===== config.mk =====
export PLATFORM = sky130hd
export DESIGN_NAME = prince_round_ctrl
export DESIGN_NICKNAME = d
export VERILOG_FILES = /design/src/rtl/prince_ctrl_pkg.sv /design/src/rtl/prince_phase_ctr.sv /design/src/rtl/prince_round_ctrl.sv
export SDC_FILE = /design/constraint.sdc
export NUM_CORES = 1
export LEC_CHECK = 0
export ABC_AREA = 0
export CORE_MARGIN = 2
export CORE_UTILIZATION = 37
export CTS_BUF_LIST = sky130_fd_sc_hd__clkbuf_4 sky130_fd_sc_hd__clkbuf_8
export CTS_CLUSTER_DIAMETER = 200
export DETAILED_ROUTE_END_ITERATION = 6
export DONT_BUFFER_PORTS = 1
export GPL_ROUTABILITY_DRIVEN = 0
export GPL_TIMING_DRIVEN = 0
export PLACE_DENSITY_LB_ADDON = 0.08
export REMOVE_ABC_BUFFERS = 1
export SLEW_MARGIN = 20
export SYNTH_ARGS = -nofsm -noshare
export SYNTH_HDL_FRONTEND = slang
export SYNTH_SLANG_ARGS = --single-unit

===== constraint.sdc =====
create_clock -name clk -period 3.5 [get_ports clk]
set_clock_uncertainty 0.15 [all_clocks]
set_input_delay 0.35 -clock clk [delete_from_list [all_inputs] [get_ports clk]]
set_output_delay 0.35 -clock clk [all_outputs]
set_load 0.05 [all_outputs]

===== src/rtl/prince_ctrl_pkg.sv =====
// Shared types and width helpers for the masked PRINCE round controller.
// The state encoding is also what the controller exposes on its debug port.
package prince_ctrl_pkg;

    typedef enum logic [1:0] {
        S_IDLE  = 2'd0,
        S_LOAD  = 2'd1,
        S_ROUND = 2'd2,
        S_DONE  = 2'd3
    } state_t;

    localparam int NUM_ROUNDS_DEF  = 12;
    localparam int SBOX_STAGES_DEF = 2;

    function automatic int round_w(input int num_rounds);
        return (num_rounds <= 2) ? 1 : $clog2(num_rounds);
    endfunction

    function automatic int phase_w(input int sbox_stages);
        return (sbox_stages <= 1) ? 1 : $clog2(sbox_stages);
    endfunction

endpackage


===== src/rtl/prince_phase_ctr.sv =====
// Modulo-STAGES phase counter: walks the S-box pipeline stages once per round,
// gives the one-hot stage enable and a wrap strobe that advances the round.
module prince_phase_ctr
    import prince_ctrl_pkg::*;
#(
    parameter int STAGES = SBOX_STAGES_DEF,
    localparam int PW    = phase_w(STAGES)
) (
    input  logic              clk,
    input  logic              rst,
    input  logic              clr,
    input  logic              en,
    output logic [PW-1:0]     phase,
    output logic              wrap,
    output logic [STAGES-1:0] onehot
);

    localparam logic [PW-1:0] LAST = PW'(STAGES - 1);

    always_ff @(posedge clk) begin
        if (rst || clr) begin
            phase <= '0;
        end else if (en) begin
            phase <= wrap ? '0 : phase + PW'(1);
        end
    end

    always_comb begin
        wrap   = en && (phase == LAST);
        onehot = en ? (STAGES'(1) << phase) : '0;
    end

endmodule


===== src/rtl/prince_round_ctrl.sv =====
// Round controller for the masked PRINCE core: IDLE -> LOAD -> ROUND* -> DONE,
// owning every register-stage enable of the datapath.
module prince_round_ctrl
    import prince_ctrl_pkg::*;
#(
    parameter int NUM_ROUNDS  = NUM_ROUNDS_DEF,
    parameter int SBOX_STAGES = SBOX_STAGES_DEF,
    localparam int ROUND_W    = round_w(NUM_ROUNDS),
    localparam int PHASE_W    = phase_w(SBOX_STAGES)
) (
    input  logic                   clk,
    input  logic                   rst,
    input  logic                   start,
    output logic                   busy,
    output logic                   done,
    output logic                   sel_load,
    output logic                   en_state,
    output logic [SBOX_STAGES-1:0] en_sbox,
    output logic                   en_out,
    output logic [ROUND_W-1:0]     round_idx,
    output logic                   sel_inv,
    output logic                   sel_mid,
    output logic [1:0]             dbg_state,
    output logic [PHASE_W-1:0]     dbg_phase
);

    localparam logic [ROUND_W-1:0] LAST_ROUND = ROUND_W'(NUM_ROUNDS - 1);
    localparam logic [ROUND_W-1:0] HALF       = ROUND_W'(NUM_ROUNDS / 2);
    localparam logic [ROUND_W-1:0] MID        = ROUND_W'(NUM_ROUNDS / 2 - 1);

    // Handshake: start is a level sampled only in IDLE; done is a one-cycle
    // pulse and the output registers hold the result from the next cycle on.
    state_t               state_q, state_d;
    logic [ROUND_W-1:0]   round_q;
    logic                 round_inc, round_clr;
    logic                 ph_en, ph_wrap;
    logic [SBOX_STAGES-1:0] ph_onehot;

    prince_phase_ctr #(.STAGES(SBOX_STAGES)) u_phase (
        .clk    (clk),
        .rst    (rst),
        .clr    (state_q != S_ROUND),
        .en     (ph_en),
        .phase  (dbg_phase),
        .wrap   (ph_wrap),
        .onehot (ph_onehot)
    );

    always_ff @(posedge clk) begin
        if (rst) begin
            state_q <= S_IDLE;
            round_q <= '0;
        end else begin
            state_q <= state_d;
            if (round_clr) begin
                round_q <= '0;
            end else if (round_inc) begin
                round_q <= round_q + ROUND_W'(1);
            end
        end
    end

    always_comb begin
        state_d   = state_q;
        round_inc = 1'b0;
        round_clr = 1'b0;
        ph_en     = 1'b0;
        busy      = 1'b0;
        done      = 1'b0;
        sel_load  = 1'b0;
        en_state  = 1'b0;
        en_out    = 1'b0;
        sel_inv   = 1'b0;
        sel_mid   = 1'b0;
        case (state_q)
            S_IDLE: begin
                if (start) state_d = S_LOAD;
            end
            S_LOAD: begin
                busy     = 1'b1;
                sel_load = 1'b1;
                en_state = 1'b1;
                state_d  = S_ROUND;
            end
            S_ROUND: begin
                busy     = 1'b1;
                ph_en    = 1'b1;
                en_state = ph_wrap;
                sel_inv  = (round_q >= HALF);
                sel_mid  = (round_q == MID);
                if (ph_wrap) begin
                    if (round_q == LAST_ROUND) state_d = S_DONE;
                    else                       round_inc = 1'b1;
                end
            end
            S_DONE: begin
                // round_idx still shows the last round here; it returns to 0 with IDLE.
                done      = 1'b1;
                en_out    = 1'b1;
                round_clr = 1'b1;
                state_d   = S_IDLE;
            end
            default: state_d = S_IDLE;
        endcase
        en_sbox   = ph_onehot;
        round_idx = round_q;
        dbg_state = state_q;
    end

endmodule


==> impl_metrics.json <==
{
  "wl_microns": 1040,
  "grt_pass1_vias": 383,
  "drtPass1Iterations": 2,
  "antenna_found_initial": 0,
  "cts_buffers": 3,
  "slowest_delay_ps": 730,
  "fin_setup_tns_ps": 0,
  "port_buffers": 0,
  "fin_nets": 73,
  "regArea_sq_um": 140,
  "fin_cells": 76,
  "rsz0062_at_grt": "no",
  "final_area_sq_um": 546,
  "synth_flop_cell": "dfxtp_1",
  "worstPathMaxFanout": 6,
  "die_h_microns": 40.5,
  "ys.warnings.count": 0,
  "initial_core_util": 0.390,
  "yosysTopAreaCell": "dfxtp_1",
  "vias_per_cell": 5.24,
  "min_period_ps": 2940,
  "clk_latency_ps": 260,
  "num_antenna_cells": 0,
  "die_x_microns": 40.5,
  "avgSynthCellArea_sq_um": 8.67,
  "route.vias.total": 398,
  "path_clk_slew_ps": 60,
  "postCtsSetupRepairBufs": 0,
  "powerDensity_nw_per_um2": 924,
  "synth_top_area_frac": 0.284,
  "wl_per_cell_microns": 13.6,
  "r2r_start": "dbg_state[1]$_SDFFE_PP0P_",
  "synth_edf_count": 0,
  "cts_resized": 0,
  "rows": 13,
  "yosysUniqueCellTypes": 27,
  "hold_depth": 1,
  "synth_area_sq_um": 494,
  "outcome": "finished, final reports clean",
  "place_area_sq_um": 505,
  "grt_max_degree": 9,
  "syn_to_final_growth_pct": 10.4,
  "clk_path_buf_depth": 2,
  "synth_seq_cells": 7,
  "drv_cap": 0,
  "synth_area_leaders": "dfxtp_1 (28%), ha_1 (20%), inv_1 (6.1%)",
  "cts_hold_buf": 1,
  "tritoncts": "done",
  "drc": 0,
  "cp.required_ps": 3000,
  "hp-start": "rst",
  "core-area_sq_um": 1270,
  "dp.cells": 71,
  "cp_slowest_cell": "dfxtp_1",
  "arrival_ps": 2440,
  "ios": 19,
  "cellLeakagePower_nw": 0.227,
  "hold_end": "dbg_state[1]$_SDFFE_PP0P_",
  "r2r_end": "round_idx[1]$_SDFFE_PP0P_",
  "dr.first_iter.drc_count": 5,
  "die-area_sq_um": 1640,
  "max_freq_mhz": 340,
  "hold_violations": 0,
  "hold_class": "primary input to flop",
  "htree_levels": 1,
  "r2r_cells": 3,
  "crit_path_cell_trace": "ha_1 -> nand2_2 -> inv_1 -> o21a_1",
  "end_kind": "primary output",
  "vdd_ir_drop_max_uv": 571,
  "layout-drive-gt1-share": 0.148,
  "ant_nets": 0,
  "overflow": 0,
  "critPathLaunchType": "flop",
  "dp_hpwl_microns": 746,
  "multiInputGateArea_sq_um": 317,
  "synthArstFlopShare": 0,
  "cts-root-buf": "clkbuf_4",
  "finalSetupViolCount": 0,
  "slew_violations": 0,
  "relSlewSlack": 0.314,
  "period_share": 0.840,
  "worst_slew_pin_slew_ps": 1030,
  "critPathKind": "flop to primary output",
  "grt_usage": 0.166,
  "reg2reg_slack_ps": 1210,
  "nFillCells": 129,
  "cts.sinks": 7,
  "final_cell_mix": "inv_1 (8), ha_1 (8), dfxtp_1 (7)",
  "syn_inst": 57,
  "seq_area_frac_synth": 0.284,
  "grt_pass1_wl_microns": 1680,
  "final_core_util": 0.430
}
power by group:
| part | internal (mW) | leakage, nW | switching, mW |
|---|---|---|---|
| clock | 0.0515 | 0.0184 | 0.0342 |
| sequential | 0.0944 | 0.0569 | 0.0704 |
| combinational | 0.0609 | 0.151 | 0.193 |
registers in the layout (all words and copies together) (netlist names):
name / cells
dbg_state: 2
round_idx: 4
u_phase.phase: 1
per-layer routing:
metal / track usage / routed length (microns) / up-vias
li1: - / - / 209
met1: 0.203 / 501 / 174
met2: 0.218 / 426 / 13
met3: 0.128 / 100 / 2
met4: 0.0500 / 8 / 0
met5: 0 / 0 / -
Yosys cell counts, types with 2 or more instances:
cell     number
ha_1          8
inv_1         8
dfxtp_1       7
a21oi_1       4
nand3_1       4
nor2_1        4
o21ai_0       2
metrics by stage:
stage / setup slack, ps / total power, mW / hold slack [ps]
3_3_place_gp: 817 / 0.423 / 272
3_5_place_dp: 851 / 0.420 / 270
2_1_floorplan: 1020 / 0.394 / 266
6_report: 560 / 0.504 / 67.5
4_1_cts: 540 / 0.511 / 63.0
5_1_grt: 430 / 0.539 / 67.3
worst max-delay path by stage:
stage                                    startpoint        to  slack [ps]  cells past startpoint
after floorplan           dbg_state[1]$_SDFFE_PP0P_  en_state        1020                      4
after global placement    dbg_state[1]$_SDFFE_PP0P_  en_state         820                      4
after detailed placement  dbg_state[1]$_SDFFE_PP0P_  en_state         850                      4
after CTS                 dbg_state[1]$_SDFFE_PP0P_  en_state         540                      4
after global routing      dbg_state[1]$_SDFFE_PP0P_  en_state         430                      4
final                     dbg_state[1]$_SDFFE_PP0P_  en_state         560                      4
logic make-up after synthesis:
kind of cell    after synthesis  synth area share
simple gates                 20             0.243
compound gates               12             0.175
buf+inv                       9            0.0760
fa+ha+maj                     8             0.203
flops                         7             0.284
mux                           1            0.0203
critical path: cells and delay by family, from the launching register on:
kind,cells,cell delay [ps]
compound gates,1,480
fa+ha+maj,1,400
buf+inv,1,460
flops,1,730
simple gates,1,90
layout make-up:
class	instances	area share
clock buffer	4	0.0550
inverter	8	0.0550
multi-input combinational	41	0.580
timing repair buffer	1	0.0183
sequential	7	0.257
tap	15	0.0344
Power figures use the tool's default switching activity.
